--- config.mk ---
export PLATFORM = sky130hd
export DESIGN_NAME = ajit_acc_acb_mover
export DESIGN_NICKNAME = d
export VERILOG_FILES = /design/src/rtl/ajit_acc_pkg.sv /design/src/rtl/ajit_acc_acb_mover.sv
export SDC_FILE = /design/constraint.sdc
export NUM_CORES = 1
export LEC_CHECK = 0
export CAP_MARGIN = 20
export CORE_ASPECT_RATIO = 1.4
export CORE_MARGIN = 1.5
export CORE_UTILIZATION = 48
export DETAILED_ROUTE_END_ITERATION = 10
export PLACE_DENSITY_LB_ADDON = 0.2
export SETUP_SLACK_MARGIN = 0.5
export SLEW_MARGIN = 0
export SYNTH_ARGS = -nofsm -noshare
export SYNTH_HDL_FRONTEND = slang
export SYNTH_SLANG_ARGS = --single-unit
--- constraint.sdc ---
create_clock -name clk -period 4.7 [get_ports clk]
set_clock_uncertainty 0.15 [all_clocks]
set_input_delay 0.47 -clock clk [delete_from_list [all_inputs] [get_ports clk]]
set_output_delay 0.47 -clock clk [all_outputs]
set_load 0.01 [all_outputs]
--- src/rtl/ajit_acc_pkg.sv ---
// Shared definitions for the AJIT accelerator memory mover: ACB request and
// response field layout, fixed request constants, FSM state type and the
// request packing helper.
package ajit_acc_pkg;

  localparam int unsigned ACB_REQ_W    = 110;
  localparam int unsigned ACB_RESP_W   = 65;
  localparam int unsigned ACB_ADDR_W   = 36;
  localparam int unsigned ACB_DATA_W   = 64;

  localparam int unsigned REQ_LOCK_BIT = 109;
  localparam int unsigned REQ_READ_BIT = 108;
  localparam int unsigned REQ_MASK_LSB = 100;
  localparam int unsigned REQ_MASK_W   = 8;
  localparam int unsigned REQ_ADDR_LSB = 64;
  localparam int unsigned RESP_ERR_BIT = 64;

  localparam logic                  REQ_LOCK = 1'b0;
  localparam logic [REQ_MASK_W-1:0] REQ_MASK = 8'hFF;

  typedef enum logic [2:0] {
    ST_IDLE,
    ST_FETCH,
    ST_ISSUE,
    ST_WAIT_RESP,
    ST_STREAM_OUT,
    ST_DONE
  } mover_state_e;

  // Full-doubleword, unlocked request; the data field is forced to zero on reads.
  function automatic logic [ACB_REQ_W-1:0] acb_pack_req(
    input logic                  is_read,
    input logic [ACB_ADDR_W-1:0] addr,
    input logic [ACB_DATA_W-1:0] data
  );
    logic [ACB_REQ_W-1:0] req;
    req                                = '0;
    req[REQ_LOCK_BIT]                  = REQ_LOCK;
    req[REQ_READ_BIT]                  = is_read;
    req[REQ_MASK_LSB +: REQ_MASK_W]    = REQ_MASK;
    req[REQ_ADDR_LSB +: ACB_ADDR_W]    = addr;
    req[ACB_DATA_W-1:0]                = is_read ? '0 : data;
    return req;
  endfunction

endpackage

--- src/rtl/ajit_acc_acb_mover.sv ---
// AJIT accelerator memory-side mover: moves a run of 64-bit doublewords
// between system memory (ACB request/response pipes) and the datapath
// streams, one request outstanding at a time.
module ajit_acc_acb_mover
  import ajit_acc_pkg::*;
#(
  parameter int unsigned ADDR_W = 36,
  parameter int unsigned CNT_W  = 16
) (
  input  logic                  clk,
  input  logic                  reset,
  input  logic                  cmd_start,
  input  logic                  cmd_is_read,
  input  logic [ADDR_W-1:0]     cmd_addr,
  input  logic [CNT_W-1:0]      cmd_count,
  output logic                  cmd_busy,
  output logic                  cmd_done,
  output logic                  cmd_error,
  output logic [63:0]           rd_data,
  output logic                  rd_valid,
  input  logic                  rd_ready,
  input  logic [63:0]           wr_data,
  input  logic                  wr_valid,
  output logic                  wr_ready,
  output logic [ACB_REQ_W-1:0]  ACB_ACCELERATOR_MEM_REQUEST_pipe_read_data,
  input  logic                  ACB_ACCELERATOR_MEM_REQUEST_pipe_read_req,
  output logic                  ACB_ACCELERATOR_MEM_REQUEST_pipe_read_ack,
  input  logic [ACB_RESP_W-1:0] ACB_ACCELERATOR_MEM_RESPONSE_pipe_write_data,
  input  logic                  ACB_ACCELERATOR_MEM_RESPONSE_pipe_write_req,
  output logic                  ACB_ACCELERATOR_MEM_RESPONSE_pipe_write_ack
);

  mover_state_e         state_q, state_d;
  logic [ADDR_W-1:0]    addr_q, addr_d;
  logic [CNT_W-1:0]     count_q, count_d;
  logic                 is_read_q, is_read_d;
  logic                 error_q, error_d;
  logic [63:0]          rd_data_q, rd_data_d;
  logic [ACB_REQ_W-1:0] req_data_q, req_data_d;

  logic [ADDR_W-1:0]    start_addr;
  logic                 req_fire;
  logic                 resp_fire;
  logic                 resp_err;

  assign start_addr = {cmd_addr[ADDR_W-1:3], 3'b000};
  assign req_fire   = (state_q == ST_ISSUE) && ACB_ACCELERATOR_MEM_REQUEST_pipe_read_req;
  assign resp_fire  = (state_q == ST_WAIT_RESP) && ACB_ACCELERATOR_MEM_RESPONSE_pipe_write_req;
  assign resp_err   = ACB_ACCELERATOR_MEM_RESPONSE_pipe_write_data[RESP_ERR_BIT];

  // State and datapath registers; reset returns to IDLE with all outputs cleared.
  always_ff @(posedge clk or negedge reset) begin
    if (!reset) begin
      state_q    <= ST_IDLE;
      addr_q     <= '0;
      count_q    <= '0;
      is_read_q  <= 1'b0;
      error_q    <= 1'b0;
      rd_data_q  <= '0;
      req_data_q <= '0;
    end else begin
      state_q    <= state_d;
      addr_q     <= addr_d;
      count_q    <= count_d;
      is_read_q  <= is_read_d;
      error_q    <= error_d;
      rd_data_q  <= rd_data_d;
      req_data_q <= req_data_d;
    end
  end

  // Next-state and register update logic.
  // Read requests are packed one cycle early (on start and on stream handshake)
  // so the request word is already registered when ISSUE presents it.
  always_comb begin
    state_d    = state_q;
    addr_d     = addr_q;
    count_d    = count_q;
    is_read_d  = is_read_q;
    error_d    = error_q;
    rd_data_d  = rd_data_q;
    req_data_d = req_data_q;

    unique case (state_q)
      ST_IDLE: begin
        if (cmd_start) begin
          addr_d    = start_addr;
          count_d   = cmd_count;
          is_read_d = cmd_is_read;
          error_d   = 1'b0;
          if (cmd_count == '0) begin
            state_d = ST_DONE;
          end else if (cmd_is_read) begin
            req_data_d = acb_pack_req(1'b1, ACB_ADDR_W'(start_addr), '0);
            state_d    = ST_ISSUE;
          end else begin
            state_d = ST_FETCH;
          end
        end
      end
      ST_FETCH: begin
        if (wr_valid) begin
          req_data_d = acb_pack_req(1'b0, ACB_ADDR_W'(addr_q), wr_data);
          state_d    = ST_ISSUE;
        end
      end
      ST_ISSUE: begin
        if (req_fire) state_d = ST_WAIT_RESP;
      end
      ST_WAIT_RESP: begin
        if (resp_fire) begin
          if (resp_err) begin
            error_d = 1'b1;
            state_d = ST_DONE;
          end else begin
            addr_d  = addr_q + ADDR_W'(8);
            count_d = count_q - CNT_W'(1);
            if (is_read_q) begin
              rd_data_d = ACB_ACCELERATOR_MEM_RESPONSE_pipe_write_data[ACB_DATA_W-1:0];
              state_d   = ST_STREAM_OUT;
            end else begin
              state_d = (count_q == CNT_W'(1)) ? ST_DONE : ST_FETCH;
            end
          end
        end
      end
      ST_STREAM_OUT: begin
        if (rd_ready) begin
          if (count_q == '0) begin
            state_d = ST_DONE;
          end else begin
            req_data_d = acb_pack_req(1'b1, ACB_ADDR_W'(addr_q), '0);
            state_d    = ST_ISSUE;
          end
        end
      end
      ST_DONE: begin
        state_d = ST_IDLE;
      end
      default: begin
        state_d = ST_IDLE;
      end
    endcase
  end

  assign cmd_busy  = (state_q != ST_IDLE);
  assign cmd_done  = (state_q == ST_DONE);
  assign cmd_error = error_q;
  assign rd_data   = rd_data_q;
  assign rd_valid  = (state_q == ST_STREAM_OUT);
  assign wr_ready  = (state_q == ST_FETCH);

  assign ACB_ACCELERATOR_MEM_REQUEST_pipe_read_data  = req_data_q;
  assign ACB_ACCELERATOR_MEM_REQUEST_pipe_read_ack   = (state_q == ST_ISSUE);
  assign ACB_ACCELERATOR_MEM_RESPONSE_pipe_write_ack = (state_q == ST_WAIT_RESP);

endmodule

==> metrics.cfg, run 1 <==
[yosys]
synth_cells=901
synth_ff_type=dfrtp_1
ys_warn_count=0
avgSynthCellArea_um2=11.1
yosysTopAreaCell=dfrtp_1
yosys.area_share.simple_pct=11.9
synth_common_cells=218 x dfrtp_1, 85 x nand2_1, 66 x a22o_1
yosys.cell_count.top_type=dfrtp_1
ys_types=64
yosys_register_bits=218
syn-num-nets=1094
synth_xor_area_share_pct=0.175
synth_edf_count=0
yosys-mux-area-fraction_pct=11.4
synth_top_area_share_pct=54.6
ys_seq_area_share_pct=54.6
syn_area_um2=9990
synth-compound-area-share_pct=17.1
synthAdderAreaFrac_pct=0.501
synth_top_family_by_area=compound AO/OA/AOI/OAI gates
async_flop_share_pct=100
synth.area.top_cells=dfrtp_1 55%, mux2_2 6.9%, a22o_1 5.8%, mux2i_1 3.9%, o21ai_0 3.2%

[timing]
finalCriticalPeriod_ns=3.21
setup_violations=0
maxSlewViolCount=0
tns_ns=0
rsz0062_at_grt=no
slew_headroom_pct=30.7
hold_viol=0
tightest_slew_ns=1.04
max_freq_ghz=0.312
fin_crit_sh_pct=68.3

[cts]
cts_buffers=23
htreeDepth=1
cts_max_path_buffers=3
clock_sinks=218
ctsResizeCount=0
path_clk_slew_ns=0.07
cts_root_buf=clkbuf_16
clock_latency_ns=0.50
cts_tree=built

[power]
total_power_uw=10200
p_leak_uw=0.00606
p_per_area_nw_per_um2=697
irDropWorstVdd_mv=0.392

[cells_and_area]
synthToLayoutAreaGrowth_pct=45.9
multi_input_area_um2=4140
fin_nets=1418
regArea_um2=5460
drive_gt1_share_pct=10.2
fill_cells=1522

[die]
core.rowCount=62
die_area_um2=21700
fp.dieH_um=174
io_pins=370
core_um2=20500
fp.dieW_um=125
start_util_pct=48.8

[global_route]
track_usage_pct=28.3
grt_pass1_vias=8430
antenna_found_initial=6
grt_use_met1_pct=34.4
grt_start_max_net_pins=137
grtUsageMet2_pct=46.5
grt_busiest_layer=met2
overflow=0
grt_use_met3_pct=10.3
grt_pass1_wl_um=48700

[min_path]
min_path_type=reg -> reg

[detailed_routing]
wire_per_inst_um=20.8
firstDrtPassIters=5
num_vias=8484
finalWirelength_um=31300
drt-initial-drc-count=545
drc=0
ant_nets=0
routed_via_density=5.65

[setup_path]
r2r_slack_ns=1.56
worst-path-buf-inv=2
crit_family=buffers and inverters
crit_path_max_incr_delay_ns=0.77
worstPathRequired_ns=4.08
path_cells=nand3b_1 -> inv_2 -> clkdlybuf4s50_1
crit_path_max_fanout=29
cp_slowest_cell=dfrtp_1
cp-start-kind=flop
end_kind=output pin
worst_ep_arrival_time_ns=2.59
critical_path_class=reg -> out

[place]
numPortBuffers=365
routabilityCongestion=0.855
dp_hpwl_um=22100

[outcome]
status=finished, final reports clean

[job]
cap_violations=0

## cell families after synthesis
family	Yosys count
AO/OA/AOI/OAI	249
AND/OR/NAND/NOR	231
flip-flops	218
multiplexers	105
buffers and inverters	91
adder cells (fa/ha/maj)	4
XOR/XNOR	2
other	1
## routing by layer
layer / up-vias / routed length [um]
li1: 3972 / -
met1: 4129 / 11900
met2: 326 / 15100
met3: 55 / 3140
met4: 2 / 1080
met5: - / 15
## through the flow
stage          util [%]  cells  cell area [um^2]  hold slack, ns  setup slack [ns]
4_1_cts            71.0   1496             14500         0.00524              1.52
6_report           71.1   1502             14600           0.326              1.49
3_5_place_dp       67.0   1455             13700           0.319              1.53
3_3_place_gp       67.0   1455             13700           0.311              1.53
5_1_grt            71.1   1499             14600           0.356              1.35
2_1_floorplan         -    901              9990          0.0244              2.40
## cells in the final DEF, fill, tap and decap left out, drive strengths merged, types with 10 or more instances in the layout
cell,instances
o22ai,19
buf,10
inv,14
nand4,16
dfrtp,218
a22o,66
a2bb2oi,15
nor2,35
nor4,13
mux2i,39
o21ai,65
nand3,24
a21oi,47
nor3,14
nand2,85
clkbuf,35
clkdlybuf4s50,364
mux2,66
## power by group
group | switching [uW] | leakage (uW) | internal, uW
clock network | 749 | 0.000406 | 1200
logic | 2230 | 0.00297 | 2460
registers | 711 | 0.00269 | 2800
## sequential cells by signal, indices dropped and copies added, names as in the netlist
name                                        count
ACB_ACCELERATOR_MEM_REQUEST_pipe_read_data    100
state_q                                         3
cmd_error                                       1
rd_data                                        64
is_read_q                                       1
count_q                                        16
addr_q                                         33
## repair_timing
action | 4_1_cts | 5_1_grt
setup buffers | 0 | 0
hold endpoints to repair | 0 | 6
hold buffers | 0 | 1
## worst register-to-register path: stages, from the launching register on
cell and delay (ns):
dfrtp_1 0.77, nand3b_1 0.23, inv_2 0.44, nand2_1 0.17
nor2_4 0.13, buf_4 0.64, mux2_2 0.48
## worst paths after layout
check / start / to / cells past startpoint
setup / recovery: state_q[1] / ACB_ACCELERATOR_MEM_RESPONSE_pipe_write_ack / 3
hold reg to reg: ACB_ACCELERATOR_MEM_REQUEST_pipe_read_data[84] / ACB_ACCELERATOR_MEM_REQUEST_pipe_read_data[84] / 2
max in group asynchronous: reset / ACB_ACCELERATOR_MEM_REQUEST_pipe_read_data[76] / 3
setup reg to reg: state_q[1] / rd_data[18] / 6
hold / removal: ACB_ACCELERATOR_MEM_REQUEST_pipe_read_data[84] / ACB_ACCELERATOR_MEM_REQUEST_pipe_read_data[84] / 2
min in group asynchronous: reset / ACB_ACCELERATOR_MEM_REQUEST_pipe_read_data[9] / 2
## layout make-up
cell class              count  share of cell area, %
multi-input cells         592                   28.4
inverters                  15                  0.386
repair buffers            375                   25.9
well taps                 256                   2.20
flip-flops and latches    218                   37.4
diodes                      5                 0.0859
clock buffers              35                   4.88
clock inverters             6                  0.721
(Power assumes the default switching activity.)
==> inputs of run 2 (changes only) <==
CORE_UTILIZATION = 45   (was 48)
clock period = 3.25 ns   (was 4.7 ns; I/O delays follow)
==> run 2 against run 1 <==
Worst setup slack worse by 0.94 ns. Hold slack worse by 0.088 ns. Cell count up 3.6%. Routed wire length down 0.36%.
==> metrics.cfg, run 2 (synthesized netlist as in run 1, its figures left out) <==
[cts]
cts_tree=built
clock_sinks=218
htreeDepth=1
cts_max_path_buffers=3
cts_buffers=23
cts_root_buf=clkbuf_16
path_clk_slew_ns=0.06
clock_latency_ns=0.51

[die]
core.rowCount=64
start_util_pct=45.9
die_area_um2=23100
core_um2=21800
io_pins=370
fp.dieW_um=129
fp.dieH_um=179

[cells_and_area]
multi_input_area_um2=4140
fill_cells=1692
fin_nets=1433
synthToLayoutAreaGrowth_pct=47.7
finalNonFillerCells=1556
regArea_um2=5460
drive_gt1_share_pct=11.6
largest_reg_flops=100
design_area_um2=14800
final_cell_mix=364 x clkdlybuf4s50_1, 215 x dfrtp_1, 85 x nand2_1
layout_commonest_cell=clkdlybuf4s50_1

[timing]
tightest_slew_ns=0.793
hold_viol=0
setup_ws_ns=0.546
rsz0062_at_grt=yes
fin_crit_sh_pct=83.2
slew_headroom_pct=46.9
max_freq_ghz=0.370
tns_ns=0
maxSlewViolCount=0
setup_violations=0
finalCriticalPeriod_ns=2.70

[setup_path]
ff2ff_path_depth=7
critical_path_class=reg -> out
crit_path_max_fanout=27
worstPathRequired_ns=2.77
worst_ep_arrival_time_ns=2.23
end_kind=output pin
r2r_slack_ns=0.78
cp-start-kind=flop

[global_route]
track_usage_pct=26.1
grt_pass1_wl_um=46800
grt_start_max_net_pins=92
grt_pass1_vias=8201
antenna_found_initial=6
overflow=0

[detailed_routing]
drc=0
firstDrtPassIters=5
wire_per_inst_um=20.0
finalWirelength_um=31200
drt-initial-drc-count=473
ant_nets=0
num_vias=8493
routed_via_density=5.46

[power]
irDropWorstVdd_mv=0.616
p_per_area_nw_per_um2=995
p_leak_uw=0.00613

[place]
place_inst=1509
dp_hpwl_um=22700
routabilityCongestion=0.881
dpl_cell_area_um2=13900
numPortBuffers=365
dp_slack_ns=0.484

[outcome]
status=finished, final reports clean

[min_path]
min_path_type=in -> async

[job]
cap_violations=0

-- run 2: worst max-delay path, stage by stage (launching register included) --
cell             delay (ns)
dfrtp_2                0.51
nand3b_1               0.23
inv_2                  0.10
buf_4                  0.28
clkdlybuf4s50_1        0.60
-- run 2: what timing repair did --
action	CTS	global route
gates resized for setup	2	2
hold buffers	1	0
pin swaps	0	1
setup endpoints to repair	4	78
buffers inserted	0	2
endpoints found under the hold margin	88	0
-- run 2: power breakdown --
| group | switching (uW) | internal (uW) |
|---|---|---|
| sequential | 1020 | 4050 |
| clock | 1090 | 1620 |
| combinational | 3220 | 3670 |
-- run 2: cell type report --
cell class                      instances  share of cell area, %
Sequential cell                       218                   37.0
Timing Repair Buffer                  390                   26.7
Clock inverter                          9                  0.687
Inverter                               15                  0.382
Tap cell                              297                   2.52
Clock buffer                           32                   4.61
Antenna cell                            3                 0.0509
Multi-Input combinational cell        592                   28.0
-- run 2: metal layers --
layer / track usage, % / part of all wire [%] / up-vias / wire (um)
li1: - / - / 3987 / -
met1: 31.5 / 38 / 4112 / 12000
met2: 44.3 / 49 / 337 / 15300
met3: 9.31 / 10 / 51 / 3140
met4: 6.84 / 2.3 / 6 / 716
met5: 0 / 0.11 / - / 34
-- run 2: worst paths after layout --
kind / from / endpoint
setup / recovery: state_q[2] / ACB_ACCELERATOR_MEM_RESPONSE_pipe_write_ack
hold / removal: reset / ACB_ACCELERATOR_MEM_REQUEST_pipe_read_data[80]
setup reg to reg: count_q[0] / count_q[14]
hold reg to reg: ACB_ACCELERATOR_MEM_REQUEST_pipe_read_data[82] / ACB_ACCELERATOR_MEM_REQUEST_pipe_read_data[82]
max in group asynchronous: reset / state_q[1]
min in group clk: cmd_addr[4] / addr_q[4]
-- run 2: through the flow --
stage	hold WS [ns]	power (uW)	utilization (%)
floorplan	-0.121	8490	-
global placement	0.241	11800	63.9
detailed placement	0.246	12000	63.9
CTS	0.249	14800	67.5
global route	0.269	15600	67.7
finish	0.239	14700	67.7
==> inputs of run 3 (changes only) <==
clock period = 2.55 ns   (was 3.25 ns; I/O delays follow)
==> run 3 against run 2 <==
Sequential share of layout area is 4.6 points lower. Core utilization grew 9.7 points. Critical path depth rose by 3. Critical endpoint is now count_q[14]. Clock power is 23% higher. Worst setup slack got worse by 0.30 ns.
==> metrics.cfg, run 3 (synthesized netlist as in run 1, its figures left out) <==
[outcome]
status=finished, final reports clean

[power]
p_per_area_nw_per_um2=1300
p_leak_uw=0.00717
seq_power_share_pct=30.0
power.internal_uw=13800
p_switching_uw=8060
irDropWorstVdd_mv=0.779
pwr-share-comb_pct=54.8
power_frac_clock_pct=15.2
swShare_pct=36.8

[timing]
fin_crit_sh_pct=90.6
finalCriticalPeriod_ns=2.31
slew_headroom_pct=51.7
hold_slack_ns=0.150
hold_viol=0
tns_ns=0
setup_violations=0
tightest_slew_ns=0.724
max_freq_ghz=0.433
maxSlewViolCount=0
rsz0062_at_grt=yes

[place]
numPortBuffers=365
dp_hpwl_um=23500
routabilityCongestion=0.887

[setup_path]
worst_ep_arrival_time_ns=2.55
ff2ff_path_depth=7
worstPathRequired_ns=2.79
end_kind=flop
r2r_slack_ns=0.24
crit_path_max_fanout=3
cp-start-kind=flop
timing.rr.end=count_q[14]
rr_startpoint=count_q[0]
startpoint=count_q[0]
critical_path_class=reg -> reg

[cells_and_area]
synthToLayoutAreaGrowth_pct=68.9
largest_reg_flops=100
layout_commonest_cell=clkdlybuf4s50_1
drive_gt1_share_pct=24.5
final_cell_mix=358 x clkdlybuf4s50_1, 211 x dfrtp_1, 66 x a22o_1
fin_nets=1537

[die]
die_area_um2=23100
core.rowCount=64
io_pins=370
start_util_pct=45.9
fp.dieW_um=129
core_um2=21800
fp.dieH_um=179

[global_route]
grt_start_max_net_pins=69
overflow=0
track_usage_pct=30.6
antenna_found_initial=5
grt_pass1_vias=9237
grt_pass1_wl_um=53800

[detailed_routing]
num_vias=9430
firstDrtPassIters=5
drt-initial-drc-count=606
finalWirelength_um=38100
drc=0
ant_nets=0
routed_via_density=5.68
wire_per_inst_um=22.9

[cts]
cts_buffers=22
clock_latency_ns=0.51
clock_sinks=218
htreeDepth=1
path_clk_slew_ns=0.07
cts_tree=built
cts_max_path_buffers=3
cts_root_buf=clkbuf_16

[min_path]
min_path_type=in -> async

[job]
cap_violations=0

-- run 3: how the worst max path moves through the flow --
stage | end | slack [ns] | cells past startpoint
after floorplan | count_q[14] | 0.29 | 7
after global placement | ACB_ACCELERATOR_MEM_REQUEST_pipe_read_data[19] | 0.06 | 7
after detailed placement | ACB_ACCELERATOR_MEM_REQUEST_pipe_read_data[19] | 0.01 | 7
after CTS | ACB_ACCELERATOR_MEM_REQUEST_pipe_read_data[76] | 0.25 | 12
after global routing | ACB_ACCELERATOR_MEM_REQUEST_pipe_read_data[73] | 0.17 | 12
final | count_q[14] | 0.24 | 7
-- run 3: critical path, cell delays in order, from the launching register on --
cell      delay [ns]
dfrtp_2         0.43
inv_4           0.09
ha_4            0.13
or3b_4          0.38
or3_4           0.34
or3_4           0.36
o311ai_2        0.21
nand3_1         0.09
-- run 3: routing by layer --
layer	global-route usage [%]	share of wire, %
met3	10.1	9.6
met4	11.3	3.9
met5	0	0.034
met1	35.1	36
met2	52.8	51
-- run 3: power by group through the flow --
stage | sequential [uW] | clock, uW | combinational, uW
detailed placement | 6470 | 0 | 9000
global placement | 6380 | 0 | 8830
finish | 6570 | 3330 | 12000
global route | 6770 | 3520 | 12700
CTS | 6420 | 3380 | 10900
floorplan | 6790 | 0 | 4050
-- run 3: repair_timing --
| action | 4_1_cts | 5_1_grt |
|---|---|---|
| gates cloned | 19 | 11 |
| hold buffers | 1 | 0 |
| resized for setup | 97 | 154 |
| endpoints found under the setup margin | 189 | 211 |
| hold endpoints to repair | 63 | 0 |
| buffers inserted | 44 | 14 |
| pin swaps | 6 | 50 |
-- run 3: area by class of cell --
type | instances | area [um^2]
timing repair buffer | 494 | 5600
sequential | 218 | 5460
clock buffer | 28 | 624
clock inverter | 11 | 111
antenna | 4 | 10.0
inverter | 15 | 63.8
fill | 1403 | 4910
multi-input combinational | 593 | 4620
tap | 297 | 372
-- run 3: per-stage QoR --
stage	total power [uW]	area, um^2	util [%]	cells	setup WS, ns
final	21900	16900	77.5	1660	0.241
after CTS	20700	16000	73.4	1631	0.255
after global routing	23000	16900	77.4	1657	0.167
after global placement	15200	14100	64.8	1528	0.0621
after floorplan	10800	10000	-	901	0.289
after detailed placement	15500	14100	64.8	1528	0.0118
